**src/rtl/hc283_nibble_sequencer.sv**
```systemverilog
// Multi-cycle WIDTH-bit add/sub built around one external 4-bit ripple adder.
// Operands are fed one nibble per clock, LSB first; cout is registered and rippled.
module hc283_nibble_sequencer #(
  parameter int WIDTH = 16
) (
  input  logic             clk,
  input  logic             rst_n,
  input  logic             start,
  input  logic             sub,
  input  logic [WIDTH-1:0] op_a,
  input  logic [WIDTH-1:0] op_b,
  input  logic             cin,
  output logic             busy,
  output logic             done,
  output logic [WIDTH-1:0] result,
  output logic             cout,
  output logic             overflow,
  output logic [3:0]       add_a,
  output logic [3:0]       add_b,
  output logic             add_cin,
  input  logic [3:0]       add_sum,
  input  logic             add_cout
);
  localparam int NIB = WIDTH / 4;
  localparam int IW  = (NIB > 1) ? $clog2(NIB) : 1;

  typedef enum logic [1:0] {IDLE, RUN, DONE} state_e;

  state_e           state_q, state_d;
  logic [WIDTH-1:0] a_q, a_d, b_q, b_d, result_q, result_d;
  logic             carry_q, carry_d, cout_q, cout_d, ovf_q, ovf_d;
  logic [IW-1:0]    idx_q, idx_d;
  logic             last;
  logic             c3;

  assign last = (idx_q == IW'(NIB - 1));
  // Carry into the adder's MSB, recovered from its inputs and sum bit.
  assign c3   = add_a[3] ^ add_b[3] ^ add_sum[3];

  always_ff @(posedge clk or negedge rst_n) begin
    if (!rst_n) begin
      state_q  <= IDLE;
      a_q      <= '0;
      b_q      <= '0;
      result_q <= '0;
      carry_q  <= 1'b0;
      cout_q   <= 1'b0;
      ovf_q    <= 1'b0;
      idx_q    <= '0;
    end else begin
      state_q  <= state_d;
      a_q      <= a_d;
      b_q      <= b_d;
      result_q <= result_d;
      carry_q  <= carry_d;
      cout_q   <= cout_d;
      ovf_q    <= ovf_d;
      idx_q    <= idx_d;
    end
  end

  always_comb begin
    state_d  = state_q;
    a_d      = a_q;
    b_d      = b_q;
    result_d = result_q;
    carry_d  = carry_q;
    cout_d   = cout_q;
    ovf_d    = ovf_q;
    idx_d    = idx_q;
    unique case (state_q)
      IDLE: begin
        if (start) begin
          a_d     = op_a;
          b_d     = sub ? ~op_b : op_b;
          carry_d = sub ? 1'b1 : cin;
          idx_d   = '0;
          state_d = RUN;
        end
      end
      RUN: begin
        result_d[idx_q*4 +: 4] = add_sum;
        carry_d                = add_cout;
        if (last) begin
          cout_d  = add_cout;
          ovf_d   = c3 ^ add_cout;
          state_d = DONE;
        end else begin
          idx_d = idx_q + 1'b1;
        end
      end
      DONE:    state_d = IDLE;
      default: state_d = IDLE;
    endcase
  end

  assign busy     = (state_q == RUN);
  assign done     = (state_q == DONE);
  assign result   = result_q;
  assign cout     = cout_q;
  assign overflow = ovf_q;
  assign add_a    = busy ? a_q[idx_q*4 +: 4] : 4'h0;
  assign add_b    = busy ? b_q[idx_q*4 +: 4] : 4'h0;
  assign add_cin  = busy ? carry_q : 1'b0;
endmodule

```
**config.mk**
```make
export PLATFORM = sky130hd
export DESIGN_NAME = hc283_nibble_sequencer
export DESIGN_NICKNAME = d
export VERILOG_FILES = /design/src/rtl/hc283_nibble_sequencer.sv
export SDC_FILE = /design/constraint.sdc
export NUM_CORES = 1
export LEC_CHECK = 0
export ABC_AREA = 1
export ABC_CLOCK_PERIOD_IN_PS = 2000
export CORE_ASPECT_RATIO = 1.5
export CORE_UTILIZATION = 49
export CTS_CLUSTER_DIAMETER = 80
export DETAILED_ROUTE_END_ITERATION = 12
export PLACE_DENSITY = 0.81
export SYNTH_ARGS = -nofsm -noshare
export SYNTH_HDL_FRONTEND = slang
export SYNTH_SLANG_ARGS = --single-unit
export TNS_END_PERCENT = 1
```
**constraint.sdc**
```tcl
create_clock -name clk -period 2 [get_ports clk]
set_clock_uncertainty 0.1 [all_clocks]
set_input_delay 0.3 -clock clk [delete_from_list [all_inputs] [get_ports clk]]
set_output_delay 0.3 -clock clk [all_outputs]
set_load 0.02 [all_outputs]
```
==> results.md, run 1 <==
* Cell chain of the critical path: nor2_8 -> clkdlybuf4s50_1
* Status: finished clean
* Cts bufs inserted at 5
* TritonRoute pass-1 iters at 5
* Remaining antenna violation count at 0
* Number of global-route vias before repair at 2396
* Yosys warnings at 0
* RSZ-0062 raised after global routing: yes
* GP Congestion at 0.826
* Area grow syn2layout at 32.6%
* Final cycle utilization of the critical path at 0.970
* Clock buffer depth at 2
* Pleak at 0.00174 µW
* Count leader, synth: nand2_1
* DRT iter0 DRCs at 196
* Final Routed Wirelength at 6140 µm
* Post-synth top area share at 0.498
* Avg Synthesized Cell Area at 8.35 µm²
* VDD IR max at 0.822 mV
* Starting Density at 0.507
* Fmax at 0.516 GHz
* Worst-Skew Late Latency at 0.31 ns
* Hold Crit Class: primary input to async pin
* Vias per cell at 5.13
* Top cells by count, synth: nand2_1, dfrtp_1, o21ai_0, nor2_1, o21ai_1
* Share of cells above drive strength 1 at 0.127
* CTS H-Tree Depth at 2
* Delay-heaviest family, CP: buffers and inverters
* Hpwl dp at 4730 µm
* TNS Setup at 0 ns
* Post-layout min period at 1.94 ns
* Worst slew margin at 0.639
* Slew Limit Fails at 0
* Crit end category: output pin
* Antenna diodes at 0
* Grt total ovfl at 0
* #FFs+latches synth at 55
* Filler cell count at 462
* First-pass GRT wire length at 10400 µm
* Die width at 63.3 µm
* WHS at 0.386 ns
* EDFF count, synth at 0
* Syn nets at 378
* Die area at 5950 µm²
* Number of I/O port buffers at 70
* CTS tree: done
* WP buf/inv at 1
* Core Box Area at 5450 µm²
* Row cnt at 33
* Power per cell area at 1470 nW/µm²
* Initial antenna violation count at 0
* Via count at 2457
* Synthesized area at 2770 µm²
* Die Y-Extent at 94.0 µm
* Largest net degree at the start of global routing at 46
* Final setup fails at 0
* Critical Path RT at 1.60 ns
* R2R Setup Slk at 0.13 ns
* Average wire per standard cell at 12.8 µm
* Ports at 71
* Drt drc at 0
* Synthesized instance count at 331
* GRT Util Overall at 0.224
* CP arrival at 1.54 ns
* Clock transition at path regs at 0.10 ns
* Ranking of synthesized cells by area: dfrtp_1, nand2_1, o21ai_0
* CP Class: register to output pin
* Clock root buffer: clkbuf_8
* Worst path max stage delay at 0.62 ns
* Asr flop ratio synth at 1.00
* Yosys top cell by area: dfrtp_1
* Crit path max-delay cell type: clkdlybuf4s50_1
* Slew @ Worst Pin at 0.541 ns
* Prevailing post-synth register cell: dfrtp_1
* Final #Nets at 457
* MaxCap Viol Count at 0
* Sequential share of the synthesized area at 0.498
* Clock sink count at 55
* Final hold vios at 0
* Library cells used by synthesis at 25
* CP Launch Type: register
* Worst Path Max Fanout at 5
==> timing repair <==
item                                   in CTS  in global routing
gates resized for setup                    30                 20
hold buffers                                1                  0
endpoints found under the hold margin      22                  0
pin swaps                                   0                  7
setup endpoints to repair                   9                  9
buffers inserted                            1                  1
==> state kept, by name, summed over array words and instances (netlist names) <==
signal and count:
a_q 16, b_q 16, result 16, idx_q 2
state_q 2, carry_q 1, cout 1, overflow 1
==> cells by family after synthesis <==
| group | count (synthesis) | share of synthesized area |
|---|---|---|
| buffers and inverters | 44 | 0.0760 |
| XOR/XNOR | 17 | 0.0538 |
| AO/OA/AOI/OAI | 69 | 0.130 |
| AND/OR/NAND/NOR | 141 | 0.220 |
| flip-flops | 55 | 0.498 |
| adder cells (fa/ha/maj) | 5 | 0.0226 |
==> final cells by class <==
type / instances / area, µm² / area share
flip-flops and latches: 55 / 1380 / 0.376
multi-input cells: 232 / 1180 / 0.323
repair buffers: 88 / 828 / 0.226
inverters: 28 / 113 / 0.0307
well taps: 70 / 87.6 / 0.0239
clock buffers: 5 / 68.8 / 0.0188
clock inverters: 1 / 7.51 / 0.00205
==> worst paths after layout <==
kind | start | endpoint | cells past startpoint
hold / removal | rst_n | result[3] | 2
min in group clk | result[3] | result[3] | 2
setup / recovery | state_q[1] | busy | 2
hold reg to reg | result[3] | result[3] | 2
setup reg to reg | idx_q[0] | result[0] | 8
max in group asynchronous | rst_n | a_q[0] | 3
==> power by group <==
group          switching, µW  internal (µW)  total (µW)
sequential               281           1590        1870
clock                    341            233         574
combinational           1720           1220        2930
total                   2340           3040        5380
==> cell usage in the layout (no fill, tap or decap), types with 2 or more instances in the layout <==
| master | Yosys | routed |
|---|---|---|
| nand2_1 | 86 | 86 |
| clkdlybuf4s50_1 | 0 | 60 |
| dfrtp_1 | 55 | 54 |
| o21ai_0 | 36 | 32 |
| nor2_1 | 27 | 26 |
| o21ai_1 | 22 | 26 |
| inv_1 | 20 | 20 |
| nand3_1 | 19 | 19 |
| buf_4 | 5 | 18 |
| xnor2_1 | 17 | 17 |
| inv_2 | 8 | 7 |
| a21oi_1 | 6 | 5 |
| ha_1 | 5 | 5 |
| clkbuf_8 | 0 | 5 |
| a21boi_1 | 4 | 4 |
| buf_2 | 8 | 3 |
| buf_6 | 2 | 3 |
| nor2_2 | 1 | 2 |
| nand2_2 | 2 | 2 |
==> routing by layer <==
layer / part of all wire / GRT usage / up-vias
met2: 0.56 / 0.418 / 70
met5: 0 / 0 / -
li1: - / - / 1215
met4: 0.026 / 0.0947 / 0
met1: 0.37 / 0.249 / 1162
met3: 0.040 / 0.0316 / 10
==> through the flow <==
stage	util	power, µW	setup slack [ns]	instances	instance area, µm²
after floorplan	-	3690	0.191	331	2770
after global placement	0.655	4720	0.0436	470	3570
after detailed placement	0.655	4820	-0.000182	470	3570
after CTS	0.668	5320	-0.0856	478	3640
after global routing	0.673	5810	-0.0459	479	3670
final	0.673	5380	0.0607	479	3670
Note: power is estimated with default switching activity, not from simulation.
==> run 2: changes to the inputs <==
--- a/config.mk
+++ b/config.mk
@@ -8,10 +8,11 @@
 export ABC_AREA = 1
 export ABC_CLOCK_PERIOD_IN_PS = 2000
 export CORE_ASPECT_RATIO = 1.5
-export CORE_UTILIZATION = 49
+export CORE_UTILIZATION = 40
 export CTS_CLUSTER_DIAMETER = 80
 export DETAILED_ROUTE_END_ITERATION = 12
-export PLACE_DENSITY = 0.81
+export PLACE_DENSITY = 0.68
+export SLEW_MARGIN = 30
 export SYNTH_ARGS = -nofsm -noshare
 export SYNTH_HDL_FRONTEND = slang
 export SYNTH_SLANG_ARGS = --single-unit
==> run 2 against run 1 <==
Net effect:
- largest cell class unchanged
- design area grew 0.72%
- total power shrank 0.37%
- sequential power is essentially flat
- non-clock buffer count grew 1
- routed wire length grew 1.7%
- die area grew 22%
- critical path type unchanged
- first-iteration DRC count shrank 47%
- cell count grew 1.9%
- clock power grew 16%
- worst setup slack lost 0.0080 ns
- via count shrank 3.7%
- maximum frequency shrank 0.41%
==> results.md, run 2 (synthesis results as in run 1) <==
* Status: finished clean
* Cell chain of the critical path: nor2_8 -> inv_2 -> nor2_1 -> dlygate4sd2_1
* Commonest cells after routing, fill and taps aside: nand2_1, clkdlybuf4s50_1, dfrtp_1
* Final #Nets at 458
* VDD IR max at 0.871 mV
* Largest net degree at the start of global routing at 39
* Critical Path Start: state_q[1]
* Final cycle utilization of the critical path at 0.974
* Number of I/O port buffers at 70
* Critical Path RT at 1.60 ns
* GP Congestion at 0.823
* Grt total ovfl at 0
* Die width at 69.9 µm
* Clock share of power at 0.125
* Crit path max-delay cell type: dfrtp_1
* Clock root buffer: clkbuf_8
* Crit path capture: add_cin
* Slew Limit Fails at 0
* Post-route cell area at 3690 µm²
* Cts bufs inserted at 5
* R2R Setup Slk at 0.19 ns
* Die area at 7260 µm²
* WHS at 0.258 ns
* Core Box Area at 6580 µm²
* Drt drc at 0
* Number of global-route vias before repair at 2318
* Worst slew margin at 0.785
* Worst-Skew Late Latency at 0.31 ns
* Hold Crit Class: primary input to async pin
* Hpwl dp at 4800 µm
* Clock sink count at 55
* CP arrival at 1.55 ns
* Share of cells above drive strength 1 at 0.124
* First-pass GRT wire length at 10700 µm
* Antenna diodes at 0
* TNS Setup at 0 ns
* Final hold vios at 0
* CTS H-Tree Depth at 2
* Power per cell area at 1450 nW/µm²
* Vias per cell at 4.85
* Final Routed Wirelength at 6240 µm
* Starting Density at 0.420
* Slew @ Worst Pin at 0.323 ns
* Initial antenna violation count at 0
* DRT iter0 DRCs at 104
* Post-layout min period at 1.95 ns
* RSZ-0062 raised after global routing: yes
* Area grow syn2layout at 33.6%
* Die Y-Extent at 104 µm
* MaxCap Viol Count at 0
* Seq pwr share at 0.346
* Pleak at 0.00177 µW
* Post-DP Area at 3610 µm²
* Setup ws final at 0.0527 ns
* Via count at 2367
* Ports at 71
* Net switching power at 2300 µW
* Worst Path Max Fanout at 9
* Remaining antenna violation count at 0
* Switching Fraction at 0.429
* R2r startpoint: idx_q[0]
* CP Launch Type: register
* Clock buffer depth at 2
* Stages on worst setup path at 4
* R2R depth at 7
* Crit end category: output pin
* GRT Util Overall at 0.185
* Commonest non-fill, non-tap cell in the layout: nand2_1
* Clock transition at path regs at 0.09 ns
* Worst slack at placement at 0.0286 ns
* Row cnt at 36
* CTS tree: done
* Delay-heaviest family, CP: buffers and inverters
* TritonRoute pass-1 iters at 4
* WP buf/inv at 2
* Fmax at 0.514 GHz
* Combinational share of power at 0.529
* Worst path max stage delay at 0.46 ns
* Average wire per standard cell at 12.8 µm
* CP Class: register to output pin
* P_int at 3060 µW
* Final setup fails at 0
* R2r endpoint: result[0]
## run 2: cell count changes in the layout (fill, tap and decap cells not counted), sizes merged
cell | previous run | this run
clkinvlp | 1 | 0
clkbuf | 6 | 8
clkdlybuf4s50 | 60 | 58
clkdlybuf4s15 | 0 | 1
dlymetal6s2s | 0 | 1
dlygate4sd2 | 1 | 2
buf | 25 | 26
## run 2: power by group through the flow
| stage | clock, µW | sequential, µW | combinational [µW] |
|---|---|---|---|
| after floorplan | 0 | 1970 | 1720 |
| final | 667 | 1850 | 2840 |
| after CTS | 680 | 1850 | 2910 |
| after global placement | 0 | 1870 | 2910 |
| after detailed placement | 0 | 1870 | 2980 |
| after global routing | 730 | 1910 | 3180 |
## run 2: cell type report
class,instances,area [µm²]
Clock buffer,8,100
Multi-Input combinational cell,232,1180
Sequential cell,55,1380
Tap cell,76,95.1
Fill cell,625,2880
Timing Repair Buffer,89,835
Inverter,28,108
## run 2: routing by layer
| metal | GRT usage | up-vias | part of all wire |
|---|---|---|---|
| li1 | - | 1217 | - |
| met1 | 0.212 | 1077 | 0.41 |
| met2 | 0.328 | 59 | 0.52 |
| met3 | 0.0302 | 14 | 0.037 |
| met4 | 0.0914 | 0 | 0.028 |
| met5 | 0 | - | 0 |
## run 2: worst min path at each step
stage,end,slack [ns]
floorplan,a_q[0],-0.1
detailed placement,result[2],0.06
finish,result[2],0.26
global placement,result[2],0.06
CTS,result[2],0.26
global route,result[0],0.26
## run 2: per-stage QoR
stage	power (µW)	instances	utilization
6_report	5360	488	0.562
5_1_grt	5820	488	0.562
4_1_cts	5440	488	0.565
3_5_place_dp	4850	479	0.549
3_3_place_gp	4780	479	0.549
2_1_floorplan	3690	331	-
## run 2: timing repair
action,4_1_cts,5_1_grt
hold buffers,1,0
gates resized for setup,27,9
setup endpoints to repair,10,9
cloned,0,0
hold endpoints to repair,35,0
buffers inserted,0,0
==> run 3: changes to the inputs <==
--- a/config.mk
+++ b/config.mk
@@ -8,6 +8,7 @@
 export ABC_AREA = 1
 export ABC_CLOCK_PERIOD_IN_PS = 2000
 export CORE_ASPECT_RATIO = 1.5
+export CORE_MARGIN = 10
 export CORE_UTILIZATION = 40
 export CTS_CLUSTER_DIAMETER = 80
 export DETAILED_ROUTE_END_ITERATION = 12
==> constraint.sdc (replaced) <==
create_clock -name clk -period 2 [get_ports clk]
set_clock_uncertainty 0.1 [all_clocks]
set_input_delay 0.3 -clock clk [delete_from_list [all_inputs] [get_ports clk]]
set_output_delay 0.3 -clock clk [all_outputs]
set_load 0.01 [all_outputs]
==> run 3 against run 2 <==
Net effect:
- via count up 2.5%
- worst setup slack worse by 0.0038 ns
- critical path type unchanged
- critical endpoint is now add_a[1]
- design area down 0.78%
==> results.md, run 3 (synthesis results as in run 1) <==
* Power per cell area at 1410 nW/µm²
* Largest net degree at the start of global routing at 33
* Starting Density at 0.406
* Slew @ Worst Pin at 0.455 ns
* TNS Setup at 0 ns
* R2R depth at 7
* Via count at 2426
* RSZ-0062 raised after global routing: yes
* CTS H-Tree Depth at 2
* Hold Crit Class: primary input to async pin
* Final setup fails at 0
* Post-CTS Setup Bufs at 0
* Setup ws final at 0.0489 ns
* Vias per cell at 5.00
* R2r endpoint: result[15]
* Post-route cell area at 3660 µm²
* Initial antenna violation count at 0
* Final Routed Wirelength at 7100 µm
* Number of global-route vias before repair at 2571
* CP Class: register to output pin
* Hpwl dp at 5620 µm
* Area grow syn2layout at 32.5%
* Average wire per standard cell at 14.6 µm
* First-pass GRT wire length at 11700 µm
* Drt drc at 0
* Crit path capture: add_a[1]
* Status: finished clean
* Fmax at 0.513 GHz
* Remaining antenna violation count at 0
* Die Y-Extent at 122 µm
* Share of cells above drive strength 1 at 0.115
* CTS tree: done
* Cts bufs inserted at 5
* Critical Path RT at 1.60 ns
* Clock root buffer: clkbuf_8
* Grt total ovfl at 0
* Critical Path Start: idx_q[0]
* MaxCap Viol Count at 0
* Final #Nets at 453
* TritonRoute pass-1 iters at 6
* Worst slew margin at 0.696
* Crit end category: output pin
* Worst Path Max Fanout at 18
* R2R Setup Slk at 0.26 ns
* Die area at 10700 µm²
* Ports at 71
* Slew Limit Fails at 0
* Die width at 87.9 µm
* Final cycle utilization of the critical path at 0.976
* Antenna diodes at 0
* CP Launch Type: register
* CP arrival at 1.55 ns
* GP Congestion at 0.848
* Worst slack at placement at 0.0274 ns
* Commonest non-fill, non-tap cell in the layout: nand2_1
* R2r startpoint: idx_q[0]
* Number of I/O port buffers at 70
* Clock transition at path regs at 0.10 ns
* WHS at 0.359 ns
* Clock sink count at 55
* Core Box Area at 6810 µm²
* Row cnt at 37
* DRT iter0 DRCs at 113
* Clock buffer depth at 2
* Post-DP Area at 3580 µm²
* Final hold vios at 0
* Post-layout min period at 1.95 ns
* Post-layout util at 0.539
* Pleak at 0.00172 µW
* Commonest cells after routing, fill and taps aside: nand2_1, clkdlybuf4s50_1, dfrtp_1
* Worst-Skew Late Latency at 0.32 ns
* GRT Util Overall at 0.135
* VDD IR max at 0.618 mV
==> run 3: cell types whose count changed in the layout (fill, tap and decap cells not counted), moves of 2 or more <==
cell and delta:
buf_4 -4, clkbuf_2 +5, buf_2 -6, clkdlybuf4s50_1 +2
==> run 3: worst min path at each step <==
stage / from / end / slack (ns)
2_1_floorplan: rst_n / a_q[0] / -0.1
3_3_place_gp: rst_n / result[1] / 0.16
3_5_place_dp: rst_n / result[1] / 0.18
4_1_cts: rst_n / result[1] / 0.38
5_1_grt: rst_n / result[1] / 0.40
6_report: rst_n / result[1] / 0.36
==> run 3: metal layers <==
metal,part of all wire,track usage,vias up
met5,0,0,-
met1,0.38,0.148,1138
met4,0.023,0.0570,0
met2,0.53,0.240,72
li1,-,-,1203
met3,0.060,0.0294,13
==> run 3: worst max-delay path, cell delays in order, from the launching register on <==
cell and delay (ns):
dfrtp_2 0.44, buf_12 0.17, nor2_1 0.05, nor2_1 0.07, o21ai_0 0.08, a21oi_1 0.17
clkdlybuf4s15_1 0.26
==> run 3: what timing repair did <==
item                                    CTS  global route
hold buffers                              1             0
endpoints found under the setup margin    9             8
pin swaps                                 0             2
hold endpoints to repair                 19             0
resized for setup                        15            12
==> run 3: power breakdown <==
part           internal [µW]  total (µW)  switching (µW)
clock network            316         680             364
registers               1590        1870             281
logic                   1120        2620            1490
total                   3030        5170            2140
==> run 3: area by class of cell <==
type / instances / area [µm²]
Clock buffer: 7 / 96.3
Clock inverter: 1 / 7.51
Fill cell: 665 / 3140
Inverter: 28 / 110
Multi-Input combinational cell: 232 / 1180
Sequential cell: 55 / 1380
Tap cell: 78 / 97.6
Timing Repair Buffer: 84 / 796
==> run 3: per-stage QoR <==
stage          power, µW  std cells
2_1_floorplan       3480        331
3_3_place_gp        4560        476
3_5_place_dp        4650        476
4_1_cts             5250        485
5_1_grt             5630        485
6_report            5170        485
